File: src/rtl/seq_match_monitor_if.sv
// Handshake inputs and status outputs for the multi-channel sequence monitor.
// master drives the observed protocol signals; slave is the monitor side.
interface seq_match_monitor_if #(
  parameter int NUM_CH = 4,
  parameter int CNT_W  = 16
);
  logic [NUM_CH-1:0]       req;
  logic [NUM_CH-1:0]       ack;
  logic [NUM_CH-1:0]       valid;
  logic [NUM_CH-1:0]       ready;
  logic [NUM_CH-1:0]       triggered;
  logic [NUM_CH-1:0]       matched;
  logic [NUM_CH-1:0]       fail;
  logic [NUM_CH-1:0]       overflow;
  logic [NUM_CH*CNT_W-1:0] match_cnt;

  modport master (
    output req, ack, valid, ready,
    input  triggered, matched, fail, overflow, match_cnt
  );

  modport slave (
    input  req, ack, valid, ready,
    output triggered, matched, fail, overflow, match_cnt
  );
endinterface

File: src/rtl/seq_match_monitor.sv
// Per-channel detector for rose(req) ##[1:MAX_GAP] ack ##1 valid with overlapping attempt slots.
// Pulses (triggered/fail/overflow) appear one cycle after the deciding input; matched is sticky until ready.
module seq_match_monitor #(
  parameter int NUM_CH       = 4,
  parameter int MAX_GAP      = 4,
  parameter int MAX_ATTEMPTS = 2,
  parameter int CNT_W        = 16
) (
  input  logic               clk,
  input  logic               rst_n,
  input  logic               clear,
  seq_match_monitor_if.slave mon
);

  localparam int GAP_W  = $clog2(MAX_GAP + 1);
  localparam int SLOT_W = (MAX_ATTEMPTS > 1) ? $clog2(MAX_ATTEMPTS) : 1;
  localparam logic [CNT_W-1:0] CNT_MAX = '1;

  typedef enum logic [1:0] {IDLE, WAIT_ACK, WAIT_VALID} slot_st_e;

  slot_st_e            st_q  [NUM_CH][MAX_ATTEMPTS];
  slot_st_e            st_d  [NUM_CH][MAX_ATTEMPTS];
  logic [GAP_W-1:0]    gap_q [NUM_CH][MAX_ATTEMPTS];
  logic [GAP_W-1:0]    gap_d [NUM_CH][MAX_ATTEMPTS];

  logic [NUM_CH-1:0]   req_q;
  logic [NUM_CH-1:0]   rose;
  logic [NUM_CH-1:0]   trig_q, trig_d;
  logic [NUM_CH-1:0]   fail_q, fail_d;
  logic [NUM_CH-1:0]   ovf_q, ovf_d;
  logic [NUM_CH-1:0]   matched_q, matched_d;
  logic [NUM_CH*CNT_W-1:0] cnt_q, cnt_d;

  logic [NUM_CH-1:0]   grant_vld;
  logic [NUM_CH-1:0]   alloc_vld;
  logic [SLOT_W-1:0]   grant_sel [NUM_CH];
  logic [SLOT_W-1:0]   alloc_sel [NUM_CH];
  logic [GAP_W-1:0]    best_gap  [NUM_CH];

  assign rose = mon.req & ~req_q;

  // Ack goes to the longest-waiting slot; a new attempt takes the lowest idle slot.
  always_comb begin
    for (int c = 0; c < NUM_CH; c++) begin
      grant_vld[c] = 1'b0;
      grant_sel[c] = '0;
      best_gap[c]  = '0;
      alloc_vld[c] = 1'b0;
      alloc_sel[c] = '0;
      for (int s = MAX_ATTEMPTS - 1; s >= 0; s--) begin
        if (st_q[c][s] == IDLE) begin
          alloc_vld[c] = 1'b1;
          alloc_sel[c] = SLOT_W'(s);
        end
      end
      for (int s = 0; s < MAX_ATTEMPTS; s++) begin
        if (st_q[c][s] == WAIT_ACK && (!grant_vld[c] || gap_q[c][s] > best_gap[c])) begin
          grant_vld[c] = 1'b1;
          grant_sel[c] = SLOT_W'(s);
          best_gap[c]  = gap_q[c][s];
        end
      end
    end
  end

  always_comb begin
    st_d      = st_q;
    gap_d     = gap_q;
    trig_d    = '0;
    fail_d    = '0;
    ovf_d     = '0;
    matched_d = matched_q;
    cnt_d     = cnt_q;

    for (int c = 0; c < NUM_CH; c++) begin
      for (int s = 0; s < MAX_ATTEMPTS; s++) begin
        case (st_q[c][s])
          WAIT_ACK: begin
            if (mon.ack[c] && grant_vld[c] && grant_sel[c] == SLOT_W'(s)) begin
              st_d[c][s] = WAIT_VALID;
            end else if (gap_q[c][s] == GAP_W'(MAX_GAP)) begin
              st_d[c][s] = IDLE;
              fail_d[c]  = 1'b1;
            end else begin
              gap_d[c][s] = gap_q[c][s] + GAP_W'(1);
            end
          end
          WAIT_VALID: begin
            st_d[c][s] = IDLE;
            if (mon.valid[c]) trig_d[c] = 1'b1;
            else              fail_d[c] = 1'b1;
          end
          default: ;
        endcase
      end

      // Allocation looks at this cycle's state, so a slot freed now is reusable next cycle.
      if (rose[c]) begin
        if (alloc_vld[c]) begin
          st_d[c][alloc_sel[c]]  = WAIT_ACK;
          gap_d[c][alloc_sel[c]] = GAP_W'(1);
        end else begin
          ovf_d[c] = 1'b1;
        end
      end

      // A ready that coincides with the triggered pulse does not consume the fresh match.
      matched_d[c] = trig_d[c] | trig_q[c] | (matched_q[c] & ~mon.ready[c]);

      if (trig_d[c] && cnt_q[c*CNT_W +: CNT_W] != CNT_MAX) begin
        cnt_d[c*CNT_W +: CNT_W] = cnt_q[c*CNT_W +: CNT_W] + CNT_W'(1);
      end
    end

    if (clear) begin
      for (int c = 0; c < NUM_CH; c++) begin
        for (int s = 0; s < MAX_ATTEMPTS; s++) begin
          st_d[c][s] = IDLE;
        end
      end
      trig_d    = '0;
      fail_d    = '0;
      ovf_d     = '0;
      matched_d = '0;
      cnt_d     = '0;
    end
  end

  always_ff @(posedge clk or negedge rst_n) begin
    if (!rst_n) begin
      for (int c = 0; c < NUM_CH; c++) begin
        for (int s = 0; s < MAX_ATTEMPTS; s++) begin
          st_q[c][s]  <= IDLE;
          gap_q[c][s] <= '0;
        end
      end
      req_q     <= '0;
      trig_q    <= '0;
      fail_q    <= '0;
      ovf_q     <= '0;
      matched_q <= '0;
      cnt_q     <= '0;
    end else begin
      st_q      <= st_d;
      gap_q     <= gap_d;
      req_q     <= mon.req;
      trig_q    <= trig_d;
      fail_q    <= fail_d;
      ovf_q     <= ovf_d;
      matched_q <= matched_d;
      cnt_q     <= cnt_d;
    end
  end

  assign mon.triggered = trig_q;
  assign mon.matched   = matched_q;
  assign mon.fail      = fail_q;
  assign mon.overflow  = ovf_q;
  assign mon.match_cnt = cnt_q;

endmodule

File: src/flat_wrapper.sv
// flat-port wrapper written by rule: the top's interface ports become plain ports
module seq_match_monitor_flat 
#(
  parameter int NUM_CH       = 4,
  parameter int MAX_GAP      = 4,
  parameter int MAX_ATTEMPTS = 2,
  parameter int CNT_W        = 16
)
  (clk, rst_n, clear, mon_req, mon_ack, mon_valid, mon_ready, mon_triggered, mon_matched, mon_fail, mon_overflow, mon_match_cnt);
  seq_match_monitor_if #(.NUM_CH(NUM_CH), .CNT_W(CNT_W)) mon_i ();
  input  logic clk;
  input  logic rst_n;
  input  logic clear;
  input wire logic [$bits(mon_i.req)-1:0] mon_req;
  input wire logic [$bits(mon_i.ack)-1:0] mon_ack;
  input wire logic [$bits(mon_i.valid)-1:0] mon_valid;
  input wire logic [$bits(mon_i.ready)-1:0] mon_ready;
  output wire logic [$bits(mon_i.triggered)-1:0] mon_triggered;
  output wire logic [$bits(mon_i.matched)-1:0] mon_matched;
  output wire logic [$bits(mon_i.fail)-1:0] mon_fail;
  output wire logic [$bits(mon_i.overflow)-1:0] mon_overflow;
  output wire logic [$bits(mon_i.match_cnt)-1:0] mon_match_cnt;
  assign mon_i.req = mon_req;
  assign mon_i.ack = mon_ack;
  assign mon_i.valid = mon_valid;
  assign mon_i.ready = mon_ready;
  assign mon_triggered = mon_i.triggered;
  assign mon_matched = mon_i.matched;
  assign mon_fail = mon_i.fail;
  assign mon_overflow = mon_i.overflow;
  assign mon_match_cnt = mon_i.match_cnt;
  seq_match_monitor #(.NUM_CH(NUM_CH), .MAX_GAP(MAX_GAP), .MAX_ATTEMPTS(MAX_ATTEMPTS), .CNT_W(CNT_W)) u_core (.clk(clk), .rst_n(rst_n), .clear(clear), .mon(mon_i));
endmodule
File: config.mk
export PLATFORM = sky130hd
export DESIGN_NAME = seq_match_monitor_flat
export DESIGN_NICKNAME = d
export VERILOG_FILES = /design/src/rtl/seq_match_monitor_if.sv /design/src/rtl/seq_match_monitor.sv /design/src/flat_wrapper.sv
export SDC_FILE = /design/constraint.sdc
export NUM_CORES = 1
export LEC_CHECK = 0
export BUFFER_PORTS_ARGS = -buffer_cell sky130_fd_sc_hd__buf_2
export CAP_MARGIN = 20
export CORE_MARGIN = 8
export CORE_UTILIZATION = 55
export CTS_BUF_LIST = sky130_fd_sc_hd__clkbuf_4 sky130_fd_sc_hd__clkbuf_8
export DETAILED_ROUTE_END_ITERATION = 8
export GPL_TIMING_DRIVEN = 0
export PLACE_DENSITY = 0.79
export SLEW_MARGIN = 30
export SYNTH_ARGS = -nofsm -noshare
export SYNTH_HDL_FRONTEND = slang
export SYNTH_SLANG_ARGS = --single-unit
export TNS_END_PERCENT = 100
File: constraint.sdc
create_clock -name clk -period 6.64 [get_ports clk]
set_input_delay 0.664 -clock clk [delete_from_list [all_inputs] [get_ports clk]]
set_output_delay 0.664 -clock clk [all_outputs]
set_load 0.005 [all_outputs]
==> results of run 1 <==
==> cell families (layout without fill, tap and decap cells) <==
kind of cell    count (synthesis)  in the layout  synth area share (%)
compound gates                135            135                 12.25
xor+xnor                       57             57                 6.934
fa+ha+maj                      56             56                 9.732
buf+inv                        69            199                 3.823
flops                         124            124                 43.10
mux                            13             13                 1.825
simple gates                  315            315                 22.33
==> stage by stage <==
| stage | power (uW) | utilization [%] | setup WS, ps |
|---|---|---|---|
| after CTS | 1916 | 64.35 | 4047 |
| after global placement | 1158 | 60.66 | 3306 |
| after detailed placement | 1177 | 60.94 | 4078 |
| after floorplan | 1084 | - | 4361 |
| after global routing | 2004 | 64.35 | 3797 |
| final | 1899 | 64.35 | 4031 |
==> cells in the mapped netlist (all sizes together), types with 13 or more instances <==
library cell / count / area [um^2]
clkbuf: 14 / 62.56
nand4: 24 / 156.4
xor2: 24 / 210.2
nand2: 62 / 232.7
o211ai: 13 / 97.59
inv: 53 / 198.9
xnor2: 33 / 289.0
nor2: 93 / 349.1
dfrtp: 124 / 3103
nand3: 27 / 135.1
a21oi: 49 / 245.2
nor3: 23 / 115.1
o21ai: 20 / 107.6
and3: 16 / 100.1
ha: 56 / 700.7
==> worst register-to-register path, stage by stage, from the launching register on <==
cell      delay (ps)
dfrtp_1          390
inv_1            100
ha_1             150
clkbuf_1         280
nand2_1           90
ha_1             330
and3b_1          210
o211ai_1         180
a21boi_0         440
and4b_1          280
nor3_1            50
==> flip-flops by register name (all words and copies together) (netlist names) <==
register and cells:
u_core.mon.triggered 4, u_core.req_q 4, u_core.mon.fail 4, u_core.mon.match_cnt 64
u_core.gap_q 24, u_core.mon.matched 4, u_core.st_q 16, u_core.mon.overflow 4
==> power breakdown <==
group	switching, uW	internal, uW
combinational	187	135
sequential	46.4	800
clock	288	443
total	522	1380
==> cell type report <==
| class | count | area [um^2] |
|---|---|---|
| Timing Repair Buffer | 98 | 523.0 |
| Sequential cell | 124 | 3103 |
| Fill cell | 1098 | 4646 |
| Tap cell | 176 | 220.2 |
| Multi-Input combinational cell | 576 | 3821 |
| Clock inverter | 6 | 105.1 |
| Inverter | 53 | 198.9 |
| Clock buffer | 26 | 339.1 |
| Buffer | 16 | 76.32 |
==> routing by layer <==
metal / part of all wire [%] / track usage, % / vias up
met3: 6.2 / 5.357 / 23
li1: - / - / 2963
met1: 46 / 26.63 / 2835
met5: 0 / 0 / -
met2: 46 / 32.27 / 151
met4: 1.6 / 7.022 / 0
==> final timing paths <==
check / from / end / slack, ps / depth (start not counted)
min: rst_n / u_core.mon.match_cnt[30]$_DFFE_PN0P_ / 140 / 1
min in group clk: mon_req[0] / u_core.req_q[0]$_DFF_PN0_ / 340 / 1
max in group asynchronous: rst_n / u_core.mon.match_cnt[34]$_DFFE_PN0P_ / 5820 / 2
max: u_core.st_q[7]$_DFF_PN0_ / u_core.gap_q[11]$_DFF_PN0_ / 4030 / 10
min reg2reg: u_core.gap_q[14]$_DFF_PN0_ / u_core.gap_q[14]$_DFF_PN0_ / 540 / 1
max reg2reg: u_core.st_q[7]$_DFF_PN0_ / u_core.gap_q[11]$_DFF_PN0_ / 4030 / 10
==> out/results.ini, run 1 <==
[outcome]
status = completed

[critical_path]
crit_type = flip-flop to flip-flop
crit_path_frequent_cell = ha_1
crit_path_top_delay_cell = a21boi_0
crit_fanout = 9
slowest_delay_ps = 440
cp_top_family = simple AND/OR/NAND/NOR gates
worstPathBufferInverterCount = 2
critPathCaptureType = flip-flop
worst_setup_path_start_kind = flip-flop
worstPathCellList = inv_1, ha_1, clkbuf_1, nand2_1, ha_1, and3b_1, o211ai_1, a21boi_0, and4b_1, nor3_1
worstPathArrival_ps = 2920
required_ps = 6950

[global_route]
grt_max_degree = 71
grt.total_usage_pct = 20.39
grt_overflow = 0
grt_pass1_wl_um = 27500
antenna_found_initial = 0
grt_pass1_vias = 5671

[clock_tree]
hold_buffers = 0
clk_path_buf_depth = 2
cts_buffers = 17
insertion_delay_ps = 440
post_cts_buffers = 0
cts.sinks = 124
cts_resized = 0
root_buffer = clkbuf_8
clk_pin_slew_worst_paths_ps = 70
h-tree-depth = 4
cts_tree = yes

[power]
ir_drop_v = 0.0001644
leakagePower_uw = 0.003926
power.density_nw_per_um2 = 226.5

[cells_and_area]
drive_gt1_share_pct = 16.13
layout_commonest_cell = dfrtp_1
fin_area_um2 = 8387
area_growth_pct = 16.49
nets = 961
n_antenna_cell = 0
layout.cells.non_filler = 1075
final_cell_mix = 124 x dfrtp_1, 97 x buf_2, 93 x nor2_1

[yosys]
ys_types = 58
postSynthAreaPerCell_um2 = 9.362
synth_ff_type = dfrtp_1
yosysWarnings = 0
ys_async_sr_fraction_pct = 100.0
netlist_instances = 769
yosysSeqAreaShare_pct = 43.10
synth-seq-cells = 124
synth_edf_count = 0
syn_nets = 844
netlist_area_um2 = 7199

[die]
io_pins = 99
core_um2 = 13030
die_area_um2 = 17010
die_w_um = 130.4
start_util_pct = 55.24
rows = 42
die_y_um = 130.4

[drt]
wl_per_cell_um = 15.45
drt-total-wl_um = 16610
route.detailed.drc = 0
antenna_left = 0
vias = 5972
first_pass_iters = 5
viasPerCell = 5.555
drt_iter0_drc = 382

[sta]
tightest_slew_ps = 847.3
relSlewSlack_pct = 42.92
clock_skew_ps = 11.39
slew_viol_final = 0
period_share_pct = 39.29
min_period_ps = 2609
hold_violations = 0
setup_viol = 0
fin_hold_ws_ps = 138.9
grt_setup_unrepaired = false
tns_ps = 0
fmax_ghz = 0.3833

[run]
maxCapViolations = 0

[placed_design]
dp.cells = 1043
placed_area_um2 = 7943
gp_congestion = 0.8580
port_buffers = 97
post-dp-hpwl_um = 12130

[hold_path]
hp-class = primary input to async pin

Note: power is estimated with default switching activity, not from simulation.
==> run 2: changes to the inputs <==
- CORE_UTILIZATION: 55 -> 54
- PLACE_DENSITY: 0.79 -> 0.81
- clock period: 6.64 -> 2.3 ns (I/O delays scaled with it)
==> run 2 against run 1 <==
Net effect: via count increased by 3.2%; die area increased by 1.6%; critical path type unchanged; combinational power increased to 3.1 times the previous value; routed wire length increased by 3.2%; design area increased by 1.8%; global-route usage decreased by 0.19 points.
==> out/results.ini, run 2 (synthesized netlist as in run 1, its figures left out) <==
[outcome]
status = completed

[placed_design]
port_buffers = 97  ; unchanged
gp_congestion = 0.8565  ; -0.17%
post-dp-hpwl_um = 12380  ; +2.1%
dp.cells = 1043  ; unchanged

[drt]
antenna_left = 0  ; unchanged
route.detailed.drc = 0  ; unchanged
drt_iter0_drc = 347  ; -9.2%
wl_per_cell_um = 15.76  ; +2.0%
viasPerCell = 5.672  ; +2.1%
first_pass_iters = 4  ; -1
drt-total-wl_um = 17130  ; +3.2%
vias = 6166  ; +3.2%

[cells_and_area]
layout.cells.non_filler = 1087  ; +1.1%
area_growth_pct = 18.65
n_antenna_cell = 0  ; unchanged
nets = 973  ; +1.2%
fin_util_pct = 65.02  ; +0.67 points
layout_commonest_cell = dfrtp_1
multiInputGateArea_um2 = 3940  ; +3.1%
drive_gt1_share_pct = 19.43  ; +3.3 points
largest_reg_flops = 64  ; unchanged
ff_latch_area_um2 = 3103  ; unchanged
final_cell_mix = 124 x dfrtp_1, 97 x buf_2, 93 x nor2_1
fillers = 1116  ; +1.6%

[hold_path]
min_from = mon_ready[1]
min_delay_worst_endpoint = u_core.mon.matched[1]$_DFF_PN0_
min_path_cells = 4
hp-class = primary input to flip-flop

[clock_tree]
cts_buffers = 17  ; unchanged
cts.sinks = 124  ; unchanged
root_buffer = clkbuf_8
h-tree-depth = 4  ; unchanged
insertion_delay_ps = 450  ; about the same
cts_tree = yes
clk_path_buf_depth = 2  ; unchanged
clk_pin_slew_worst_paths_ps = 70  ; about the same

[global_route]
grt_max_degree = 83  ; +17%
grt_overflow = 0  ; unchanged
grt.total_usage_pct = 20.20  ; -0.19 points
antenna_found_initial = 1  ; +1
grt_pass1_wl_um = 29010  ; +5.5%
grt_pass1_vias = 5994  ; +5.7%

[die]
die_area_um2 = 17280  ; +1.6%
core_um2 = 13140  ; +0.81%
start_util_pct = 54.80  ; -0.44 points
rows = 42  ; unchanged
die_y_um = 131.5  ; +0.81%
io_pins = 99  ; unchanged
die_w_um = 131.5  ; +0.81%

[critical_path]
reg2reg_to = u_core.mon.fail[2]$_DFF_PN0_
crit_fanout = 8  ; -1
critPathCaptureType = flip-flop
r2r_setup_slack_ps = 90  ; -3940 ps
required_ps = 2610  ; -4340 ps
rr_worst_depth = 9  ; -1
worst_setup_path_start_kind = flip-flop
timing.rr.start = u_core.st_q[7]$_DFF_PN0_
cp-startpoint = u_core.st_q[7]$_DFF_PN0_
crit_type = flip-flop to flip-flop
worstPathArrival_ps = 2520  ; -400 ps

[sta]
fmax_ghz = 0.4519  ; +18%
clock_skew_ps = 12.14  ; +0.7486 ps
slew_viol_final = 0  ; unchanged
setup_viol = 0  ; unchanged
tns_ps = 0  ; unchanged
min_period_ps = 2213  ; -396.0 ps
hold_violations = 0  ; unchanged
relSlewSlack_pct = 44.12  ; +1.2 points
period_share_pct = 96.20  ; +57 points
tightest_slew_ps = 831.9  ; -15.44 ps

[power]
power.density_nw_per_um2 = 612.5  ; +170%
leakagePower_uw = 0.003953  ; +0.68%
p_total_uw = 5232  ; +180%
ir_drop_v = 0.0003316  ; +100%

[run]
maxCapViolations = 0  ; unchanged

## run 2: through the flow
stage | hold slack [ps] | setup WS, ps | area [um^2]
after CTS | 97.37 | 20.25 | 8381
after global placement | 357.3 | -577.3 | 7905
after detailed placement | 140.8 | -223.1 | 7943
after global routing | 127.3 | -13.75 | 8542
final | 128.7 | 87.32 | 8542
after floorplan | -65.59 | 21.34 | 7199
## run 2: metal layers
layer | share of wire [%] | global-route usage (%)
met5 | 0.076 | 0
met3 | 6.5 | 6.707
met4 | 1.3 | 6.126
met2 | 47 | 32.54
met1 | 45 | 25.24
## run 2: power by group
| group | switching (uW) | leakage, uW | internal (uW) | total (uW) |
|---|---|---|---|---|
| Sequential | 144 | 0.00168 | 2310 | 2450 |
| Clock | 880 | 0.000180 | 907 | 1790 |
| Combinational | 561 | 0.00209 | 433 | 993 |
| Total | 1580 | 0.00395 | 3650 | 5230 |
## run 2: worst max-delay path, stage by stage, from the launching register on
cell and delay [ps]:
dfrtp_1 390, inv_2 90, ha_4 170, nand2_1 60, ha_1 310, a21o_1 210, o211ai_1 340, a21oi_1 140
a311oi_2 290, nor2_1 70
## run 2: repair_timing
action | 4_1_cts | 5_1_grt
endpoints found under the hold margin | 46 | 0
endpoints found under the setup margin | 30 | 36
setup buffers | 1 | 9
hold buffers | 5 | 0
gates resized for setup | 8 | 22
pin swaps | 1 | 12
## run 2: final cells by class
cell class / count / share of cell area (%)
Tap cell: 176 / 2.578
Sequential cell: 124 / 36.33
Buffer: 13 / 0.7617
Timing Repair Buffer: 113 / 7.588
Clock inverter: 12 / 1.143
Inverter: 53 / 2.329
Multi-Input combinational cell: 576 / 46.13
Clock buffer: 20 / 3.149
## run 2: worst max path at each step
stage	endpoint	depth (start not counted)
after global routing	u_core.mon.fail[2]$_DFF_PN0_	9
after detailed placement	u_core.mon.fail[3]$_DFF_PN0_	10
after global placement	u_core.mon.match_cnt[39]$_DFFE_PN0P_	1
final	u_core.mon.fail[2]$_DFF_PN0_	9
after CTS	u_core.mon.fail[3]$_DFF_PN0_	9
after floorplan	u_core.mon.fail[3]$_DFF_PN0_	10
==> run 3: changes to the inputs <==
==> constraint.sdc (replaced) <==
create_clock -name clk -period 2.3 [get_ports clk]
set_input_delay 0 -clock clk [delete_from_list [all_inputs] [get_ports clk]]
set_output_delay 0 -clock clk [all_outputs]
set_load 0.005 [all_outputs]
==> run 3 against run 2 <==
Net effect: critical path depth unchanged; cell count grew 1.4%; total power rose by 0.31%; routed wire length up 1.7%; core utilization grew 1.1 points; sequential power is essentially flat; clock-buffer cell count stayed put; critical path type unchanged; highest routed layer unchanged.
==> out/results.ini, run 3 (synthesized netlist as in run 1, its figures left out) <==
[drt]
first_pass_iters = 4  ; unchanged
viasPerCell = 5.666  ; -0.11%
drt_iter0_drc = 384  ; +11%
route.detailed.drc = 0  ; unchanged
wl_per_cell_um = 15.81  ; +0.31%
antenna_left = 0  ; unchanged
drt-total-wl_um = 17420  ; +1.7%
vias = 6244  ; +1.3%

[cells_and_area]
fillers = 1105  ; -0.99%
largest_reg_flops = 64  ; unchanged
fin_area_um2 = 8692  ; +1.8%
nets = 988  ; +1.5%
drive_gt1_share_pct = 19.11  ; -0.31 points
layout_commonest_cell = dfrtp_1
multiInputGateArea_um2 = 3940  ; unchanged
ff_latch_area_um2 = 3103  ; unchanged
final_cell_mix = 124 x dfrtp_1, 97 x buf_2, 93 x nor2_1
n_antenna_cell = 0  ; unchanged
area_growth_pct = 20.73

[sta]
min_period_ps = 2212  ; -0.4905 ps
fin_hold_ws_ps = 19.96  ; -108.8 ps
hold_violations = 0  ; unchanged
slew_viol_final = 0  ; unchanged
fin_ws_ps = 87.81  ; +0.4905 ps
fmax_ghz = 0.4520  ; about the same
clock_skew_ps = 11.38  ; -0.7603 ps
relSlewSlack_pct = 44.45  ; +0.33 points
setup_viol = 0  ; unchanged
tightest_slew_ps = 826.9  ; -4.945 ps
period_share_pct = 96.18  ; about the same

[hold_path]
hp-class = primary input to flip-flop
min_from = clear

[power]
leakagePower_uw = 0.004024  ; +1.8%
power.density_nw_per_um2 = 603.8  ; -1.4%
ir_drop_v = 0.0003312  ; -0.10%

[outcome]
status = completed

[die]
die_area_um2 = 17280  ; unchanged
io_pins = 99  ; unchanged
die_y_um = 131.5  ; unchanged
core_um2 = 13140  ; unchanged
start_util_pct = 54.80  ; unchanged
die_w_um = 131.5  ; unchanged
rows = 42  ; unchanged

[clock_tree]
cts.sinks = 124  ; unchanged
root_buffer = clkbuf_8
cts_tree = yes
h-tree-depth = 4  ; unchanged
cts_buffers = 17  ; unchanged
clk_pin_slew_worst_paths_ps = 70  ; about the same
clk_path_buf_depth = 2  ; unchanged
insertion_delay_ps = 450  ; about the same

[placed_design]
gp_congestion = 0.8565  ; unchanged
dp_slack_ps = -223.1  ; unchanged
placed_area_um2 = 7943  ; unchanged
post-dp-hpwl_um = 12380  ; unchanged
port_buffers = 97  ; unchanged

[global_route]
grt_pass1_vias = 6077  ; +1.4%
use_met2_pct = 33.29  ; +0.74 points
use_met3_pct = 6.364  ; -0.34 points
grt_pass1_wl_um = 29440  ; +1.5%
antenna_found_initial = 1  ; unchanged
met1_usage_pct = 25.57  ; +0.34 points
grt_overflow = 0  ; unchanged
grt_max_degree = 83  ; unchanged
grt.total_usage_pct = 20.47  ; +0.27 points
gr-max-usage-layer = met2

[critical_path]
worstPathArrival_ps = 2520  ; about the same
timing.rr.start = u_core.st_q[7]$_DFF_PN0_
crit_type = flip-flop to flip-flop
critPathCaptureType = flip-flop
worst_setup_path_start_kind = flip-flop
required_ps = 2600  ; about the same
cp-startpoint = u_core.st_q[7]$_DFF_PN0_
crit_fanout = 8  ; unchanged

[run]
maxCapViolations = 0  ; unchanged

-- run 3: cell types whose count changed in the layout (fill, tap and decap cells not counted), sizes merged --
cell / before / now
dlygate4sd3: 5 / 20
-- run 3: path summary, 6_finish.rpt --
path / slack, ps / cells past startpoint / to
max: 90 / 9 / u_core.mon.fail[2]$_DFF_PN0_
min: 20 / 2 / u_core.st_q[9]$_DFF_PN0_
max reg2reg: 90 / 9 / u_core.mon.fail[2]$_DFF_PN0_
min reg2reg: 550 / 1 / u_core.gap_q[14]$_DFF_PN0_
max in group asynchronous: 1560 / 3 / u_core.st_q[7]$_DFF_PN0_
min in group asynchronous: 30 / 2 / u_core.mon.match_cnt[18]$_DFFE_PN0P_
-- run 3: per-layer routing --
layer  routed length [um]  part of all wire (%)
met1                 7857                    45
met2                 8238                    47
met3                 1067                   6.1
met4                  247                   1.4
met5                   13                 0.075
-- run 3: area by class of cell --
class                           instances  share of cell area, %
Tap cell                              176                  2.533
Sequential cell                       124                  35.70
Inverter                               53                  2.289
Buffer                                 13                 0.7485
Multi-Input combinational cell        576                  45.33
Clock inverter                         12                  1.123
Clock buffer                           20                  3.095
Timing Repair Buffer                  128                  9.184
-- run 3: repair_timing --
action | CTS | global route
hold endpoints to repair | 157 | 0
pin swaps | 1 | 12
endpoints found under the setup margin | 30 | 36
buffers inserted | 1 | 9
gates resized for setup | 8 | 22
hold buffers | 20 | 0
-- run 3: report_power, final --
group          leakage, uW  internal, uW  switching, uW  total, uW
clock network     0.000180           907            881       1790
registers          0.00168          2310            142       2450
logic              0.00216           447            563       1010
total              0.00402          3660           1590       5250
-- run 3: critical path, cell delays in order (launching register included) --
cell and delay [ps]:
dfrtp_1 390, inv_2 90, ha_4 170, nand2_1 60, ha_1 310, a21o_1 210
o211ai_1 340, a21oi_1 140, a311oi_2 290, nor2_1 70
-- run 3: through the flow --
| stage | std cells | utilization [%] | setup TNS [ps] | total power (uW) |
|---|---|---|---|---|
| CTS | 1093 | 64.93 | 0 | 5226 |
| floorplan | 769 | - | 0 | 3131 |
| detailed placement | 1043 | 60.46 | -2986 | 3395 |
| global route | 1102 | 66.16 | -18.00 | 5547 |
| global placement | 1042 | 60.17 | -43540 | 3340 |
| finish | 1102 | 66.16 | 0 | 5248 |
